==> src/rtl/run_sequencer.sv <==
// run_sequencer: top-level run scheduler for the Ising-machine core.
// Steps each run through initial-spin pre-program, a programmed-length
// anneal and capture of the final spin vector into the result RF, then
// advances run_counter until the programmed total is reached. RERUN replays
// the last completed run; RESET aborts to IDLE from any state.
//
// Optional feature (macro RUN_SEQ_PAUSE_EN): adds input i_pause, which
// freezes the anneal (FSM, anneal counter and anneal_en) while high in
// ANNEAL. The pause input is registered before use so that no
// combinational path runs from an input to an output.
module run_sequencer #(
  parameter int SPIN_W   = 50,
  parameter int CNT_W    = 8,
  parameter int ANNEAL_W = 16
) (
  input  logic                i_clk,
  input  logic                i_rstn,
`ifdef RUN_SEQ_PAUSE_EN
  input  logic                i_pause,
`endif
  input  logic                conf_sys_ctrl_reg_RUN,
  input  logic                conf_sys_ctrl_reg_RERUN,
  input  logic                conf_sys_ctrl_reg_RESET,
  input  logic [CNT_W-1:0]    conf_reg_total_run_count,
  input  logic [ANNEAL_W-1:0] conf_reg_anneal_cycles,
  input  logic                coefficient_rf_wr_done,
  input  logic                initial_spin_rf_wr_done,
  input  logic [SPIN_W-1:0]   spin_result,
  output logic [CNT_W-1:0]    run_counter,
  output logic                spin_load,
  output logic                anneal_en,
  output logic [6:0]          result_rf_a,
  output logic [SPIN_W-1:0]   result_rf_d,
  output logic                result_rf_web,
  output logic                busy,
  output logic                run_done,
  output logic [2:0]          seq_state
);

  typedef enum logic [2:0] {
    S_IDLE    = 3'd0,
    S_LOAD    = 3'd1,
    S_SETTLE  = 3'd2,
    S_ANNEAL  = 3'd3,
    S_CAPTURE = 3'd4,
    S_NEXT    = 3'd5,
    S_DONE    = 3'd6
  } state_e;

  localparam logic [CNT_W-1:0]    CNT_ONE    = CNT_W'(1);
  localparam logic [ANNEAL_W-1:0] ANNEAL_ONE = ANNEAL_W'(1);

  state_e              state_q, state_d;
  logic [CNT_W-1:0]    run_counter_q, run_counter_d;
  logic                rerun_flag_q, rerun_flag_d;
  logic [ANNEAL_W-1:0] anneal_cnt_q, anneal_cnt_d;
  logic                run_in_q, rerun_in_q, reset_in_q;
  logic                web_q, web_d;
  logic [6:0]          addr_q, addr_d;
  logic [SPIN_W-1:0]   data_q, data_d;
  logic                anneal_stall;

  logic                run_edge, rerun_edge, reset_edge;
  logic [CNT_W-1:0]    run_idx;
  logic [CNT_W+6:0]    run_idx_ext;
  logic [CNT_W-1:0]    next_count;
  logic                start_ok;

  assign run_edge   = conf_sys_ctrl_reg_RUN   & ~run_in_q;
  assign rerun_edge = conf_sys_ctrl_reg_RERUN & ~rerun_in_q;
  assign reset_edge = conf_sys_ctrl_reg_RESET & ~reset_in_q;

  // Same index derivation as the initial-spin RF controller uses.
  assign run_idx     = rerun_flag_q ? (run_counter_q - CNT_ONE) : run_counter_q;
  assign run_idx_ext = (CNT_W + 7)'(run_idx);
  assign next_count  = run_counter_q + CNT_ONE;
  assign start_ok    = coefficient_rf_wr_done & initial_spin_rf_wr_done &
                       (conf_reg_total_run_count != '0);

`ifdef RUN_SEQ_PAUSE_EN
  logic pause_q;

  // Register the pause request; it only has an effect in ANNEAL.
  always_ff @(posedge i_clk or negedge i_rstn) begin
    if (!i_rstn) pause_q <= 1'b0;
    else         pause_q <= i_pause;
  end

  assign anneal_stall = pause_q;
`else
  assign anneal_stall = 1'b0;
`endif

  // State and datapath registers, plus one-deep history of the control bits.
  // NOTE: sequential state is updated with non-blocking assignments so every
  // flop samples the pre-edge values regardless of statement order.
  always_ff @(posedge i_clk or negedge i_rstn) begin
    if (!i_rstn) begin
      state_q       <= S_IDLE;
      run_counter_q <= '0;
      rerun_flag_q  <= 1'b0;
      anneal_cnt_q  <= '0;
      run_in_q      <= 1'b0;
      rerun_in_q    <= 1'b0;
      reset_in_q    <= 1'b0;
      web_q         <= 1'b1;
      addr_q        <= '0;
      data_q        <= '0;
    end else begin
      state_q       <= state_d;
      run_counter_q <= run_counter_d;
      rerun_flag_q  <= rerun_flag_d;
      anneal_cnt_q  <= anneal_cnt_d;
      run_in_q      <= conf_sys_ctrl_reg_RUN;
      rerun_in_q    <= conf_sys_ctrl_reg_RERUN;
      reset_in_q    <= conf_sys_ctrl_reg_RESET;
      web_q         <= web_d;
      addr_q        <= addr_d;
      data_q        <= data_d;
    end
  end

  // Next-state logic; the result RF write is staged from CAPTURE into a
  // register so the write port is driven by flops, not by spin_result.
  // NOTE: every signal gets a default before the case so no path leaves a
  // variable unassigned, which would otherwise infer a latch.
  always_comb begin
    state_d       = state_q;
    run_counter_d = run_counter_q;
    rerun_flag_d  = rerun_flag_q;
    anneal_cnt_d  = anneal_cnt_q;
    web_d         = 1'b1;
    addr_d        = '0;
    data_d        = '0;

    if (reset_edge) begin
      state_d       = S_IDLE;
      run_counter_d = '0;
      rerun_flag_d  = 1'b0;
      anneal_cnt_d  = '0;
    end else begin
      case (state_q)
        S_IDLE, S_DONE: begin
          if (run_edge) begin
            if (start_ok) begin
              state_d       = S_LOAD;
              run_counter_d = '0;
              rerun_flag_d  = 1'b0;
            end
          end else if (rerun_edge && (run_counter_q != '0)) begin
            state_d      = S_LOAD;
            rerun_flag_d = 1'b1;
          end
        end
        S_LOAD: state_d = S_SETTLE;
        S_SETTLE: begin
          anneal_cnt_d = (conf_reg_anneal_cycles == '0) ? ANNEAL_ONE
                                                        : conf_reg_anneal_cycles;
          state_d      = S_ANNEAL;
        end
        S_ANNEAL: begin
          if (!anneal_stall) begin
            anneal_cnt_d = anneal_cnt_q - ANNEAL_ONE;
            if (anneal_cnt_q == ANNEAL_ONE) state_d = S_CAPTURE;
          end
        end
        S_CAPTURE: begin
          web_d   = 1'b0;
          addr_d  = run_idx_ext[6:0];
          data_d  = spin_result;
          state_d = S_NEXT;
        end
        S_NEXT: begin
          if (rerun_flag_q) begin
            state_d = S_DONE;
          end else begin
            run_counter_d = next_count;
            state_d = (next_count >= conf_reg_total_run_count) ? S_DONE : S_LOAD;
          end
        end
        default: state_d = S_IDLE;
      endcase
    end
  end

  assign seq_state     = state_q;
  assign run_counter   = run_counter_q;
  assign spin_load     = (state_q == S_LOAD);
  assign anneal_en     = (state_q == S_ANNEAL) & ~anneal_stall;
  assign busy          = (state_q != S_IDLE) & (state_q != S_DONE);
  assign run_done      = (state_q == S_DONE);
  assign result_rf_web = web_q;
  assign result_rf_a   = addr_q;
  assign result_rf_d   = data_q;

endmodule

==> config.mk <==
export PLATFORM = sky130hd
export DESIGN_NAME = run_sequencer
export DESIGN_NICKNAME = d
export VERILOG_FILES = /design/src/rtl/run_sequencer.sv
export SDC_FILE = /design/constraint.sdc
export NUM_CORES = 1
export LEC_CHECK = 0
export CORE_MARGIN = 2
export CORE_UTILIZATION = 45
export CTS_BUF_LIST = sky130_fd_sc_hd__clkbuf_16
export CTS_CLUSTER_DIAMETER = 100
export DETAILED_ROUTE_END_ITERATION = 8
export HOLD_SLACK_MARGIN = 0.1
export PLACE_DENSITY = 0.78
export SKIP_LAST_GASP = 1
export SLEW_MARGIN = 20
export SYNTH_ARGS = -nofsm -noshare
export SYNTH_HDL_FRONTEND = slang
export SYNTH_SLANG_ARGS = --single-unit
==> constraint.sdc <==
create_clock -name i_clk -period 3.31 [get_ports i_clk]
set_clock_uncertainty 0.15 [all_clocks]
set_input_delay 0.662 -clock i_clk [delete_from_list [all_inputs] [get_ports i_clk]]
set_output_delay 0.662 -clock i_clk [all_outputs]
set_load 0.02 [all_outputs]
==> impl_metrics.csv <==
group,metric,value,unit
run_status,status,"finished, final reports clean",
synth,ys_ff_latch,89,
sta,relSlewSlack,56.1,%
cts,hold_buffers,0,
critical_path,reg2reg_to,"seq_state[2]",
synth,synth_top_cell_area_share,52.5,%
critical_path,arrival,2.09,ns
cts,clk_latency,0.33,ns
synth,yosysTopAreaCell,"dfrtp_1",
drt,vias_per_cell,5.31,
sta,final.setup.tns,0,ns
synth,ys_async_sr_fraction,100,%
critical_path,cp-start-kind,"register",
grt,grt_max_degree,52,
synth,yosysWarnings,0,
synth,syn_area_per_cell,10.6,µm²
critical_path,critPathCaptureType,"primary output",
sta,grt_setup_unrepaired,"false",
power,total_power,0.00343,W
critical_path,worst-path-max-fanout,15,
sta,report.final.hold_viol_count,0,
power,p_leak,2.69,nW
synth,synth_edf_count,0,
power,vdd_drop_max,0.384,mV
cts,cts-root-buf,"clkbuf_16",
critical_path,slowest_stage,"clkdlybuf4s50_1",
grt,overflow,0,
critical_path,criticalPathCategory,"register to primary output",
drt,wl,10.4,mm
drt,drt_iter0_drc,219,
critical_path,rr_startpoint,"run_counter[0]",
cells_and_area,fin_area,6140,µm²
drt,drc_errors,0,
sta,period_share,87.6,%
floorplanning,die_x,101,µm
sta,drv_slew,0,
run,cap_viol_max_count,0,
floorplanning,row_count,35,
place,dp_hpwl,7.65,mm
critical_path,max_stage_delay,0.60,ns
floorplanning,die-area,10100,µm²
drt,num_vias,3494,
sta,fmax,345,MHz
cts,cts.sinks,89,
floorplanning,io_pins,154,
place,place_area,5820,µm²
critical_path,rr_worst_depth,9,
sta,finalCriticalPeriod,2.90,ns
cts,cts_max_path_buffers,2,
synth,synth_cells,395,
critical_path,critPathLaunch,"seq_state[1]",
cells_and_area,area_growth,46.4,%
critical_path,cp-endpoint,"busy",
drt,routedWlPerCell,15.8,µm
cells_and_area,fillers,710,
cells_and_area,drive_gt1_share,7.50,%
floorplanning,start_util,45.9,%
grt,grt_pass1_wl,17.1,mm
synth,synth_cell_types,63,
place,dp.cells,642,
place,gp_congestion,0.886,
hold_path,hp-class,"input port to asynchronous set/reset pin",
grt,grt_pass1_vias,3525,
drt,antenna_left,0,
cts,cts_made_buffers,9,
drt,first_pass_iters,5,
critical_path,r2r_slack,0.52,ns
floorplanning,core,9150,µm²
cts,cts_setup_buffers,0,
cells_and_area,diodes,0,
cts,clk_pin_slew,0.06,ns
floorplanning,die_h,101,µm
sta,worst_slew_pin_slew,0.654,ns
cts,cts.repair.resized,0,
cells_and_area,final_nets,636,
sta,setup_viol,0,
grt,antenna_found_initial,0,
place,port-buffer-count,153,
grt,grt_usage,21.5,%
critical_path,required,2.50,ns
cts,htreeDepth,3,
critical_path,crit_chain,"nor2b_4, nor3_4, inv_2, clkdlybuf4s50_1",
synth,syn_area,4200,µm²
cells_and_area,final_cells,658,
synth,synth_seq_area_share,53.1,%
synth,syn-num-nets,489,
power,powerDensity,559,nW/µm²
synth,synthFlopType,"dfrtp_1",
cts,cts_tree,"yes",
synth,synthTopCellsByArea,"dfrtp_1 52%, and2_1 7.8%, ha_1 3.9%",
==> per-stage QoR <==
step                      util [%]  setup slack (ns)  hold WS (ns)
after CTS                     67.1             0.406         0.228
final                         67.1             0.410         0.198
after floorplan                  -             0.667         0.216
after global placement        63.6             0.425         0.406
after global routing          67.1             0.198         0.253
after detailed placement      63.6             0.393         0.408
==> state kept, by name (all words and copies together) (netlist names) <==
name           flops
anneal_cnt_q      16
rerun_flag_q       1
rerun_in_q         1
reset_in_q         1
result_rf_a        7
result_rf_d       50
result_rf_web      1
run_counter        8
run_in_q           1
seq_state          3
==> critical path: cells and delay by family (launching register included) <==
family	cells	cell delay [ns]
buffers and inverters	2	0.70
DFF	1	0.51
and+or+nand+nor	2	0.55
==> cell families (layout without fill, tap and decap cells) <==
group | after synthesis | in the layout | synth area share [%]
buffers and inverters | 39 | 191 | 3.88
AO/OA/AOI/OAI | 69 | 69 | 11.5
AND/OR/NAND/NOR | 168 | 168 | 24.0
flip-flops | 89 | 89 | 53.1
XOR/XNOR | 14 | 14 | 2.92
adder cells (fa/ha/maj) | 13 | 13 | 3.88
multiplexers | 3 | 3 | 0.745
==> how the worst min path moves through the flow <==
stage / from / endpoint / cells past startpoint
after floorplan: i_rstn / anneal_cnt_q[0] / 0
after global placement: anneal_cnt_q[12] / anneal_cnt_q[12] / 2
after detailed placement: anneal_cnt_q[12] / anneal_cnt_q[12] / 2
after CTS: i_rstn / result_rf_d[8] / 1
after global routing: i_rstn / result_rf_d[8] / 1
final: i_rstn / result_rf_d[8] / 1
==> Yosys cell counts (all sizes together) (3+ instances only) <==
master  number
nor3b        3
and3         4
xnor2        8
nor2b        6
a21oi       15
and2        52
nand2       19
inv         15
nand3        8
o21ai       15
nand2b       5
a21o         3
a32o         5
nor4        11
nor2        30
a31oi        4
dfrtp       88
xor2         6
a22oi        6
nand4b       4
ha          13
a211oi       5
buf         11
clkbuf      13
nor3        15
==> where the power goes <==
part | leakage [nW] | total [W] | internal, W | switching (W)
clock | 0.158 | 0.00108 | 0.000663 | 0.000418
sequential | 1.21 | 0.00134 | 0.00119 | 0.000150
combinational | 1.32 | 0.00101 | 0.000467 | 0.000546
total | 2.69 | 0.00343 | 0.00232 | 0.00111
==> layout make-up <==
| cell class | count | area, µm² | share of cell area [%] |
|---|---|---|---|
| multi-input combinational | 267 | 1810 | 29.4 |
| inverter | 15 | 56.3 | 0.917 |
| sequential | 89 | 2230 | 36.3 |
| timing repair buffer | 160 | 1590 | 26.0 |
| tap | 111 | 139 | 2.26 |
| clock inverter | 7 | 93.8 | 1.53 |
| clock buffer | 9 | 225 | 3.67 |
==> layout by cell type, fill, tap and decap left out, types with 3 or more instances in the layout <==
master / synthesis / routed
xor2_1: 6 / 6
nand3_1: 8 / 8
dfrtp_1: 88 / 88
buf_4: 1 / 7
ha_1: 13 / 13
a21o_1: 3 / 3
nor2_1: 29 / 29
a211oi_1: 4 / 4
nor3_1: 13 / 13
clkbuf_16: 0 / 9
nand2_1: 19 / 19
and2_1: 52 / 52
a32o_1: 5 / 5
inv_1: 12 / 13
a31oi_1: 4 / 4
nor4_1: 8 / 8
nand4b_1: 4 / 4
and3_1: 4 / 4
a21oi_1: 15 / 15
nor2b_1: 5 / 5
clkdlybuf4s50_1: 0 / 152
a22oi_1: 6 / 6
o21ai_0: 14 / 14
inv_2: 3 / 3
xnor2_1: 8 / 8
nand2b_1: 5 / 5
==> layer usage <==
layer	global-route usage [%]	share of wire (%)	up-vias
li1	-	-	1664
met1	26.9	40	1648
met2	34.4	49	161
met3	6.45	8.8	21
met4	10.1	2.6	0
met5	0	0	-
Note: power is estimated with default switching activity, not from simulation.
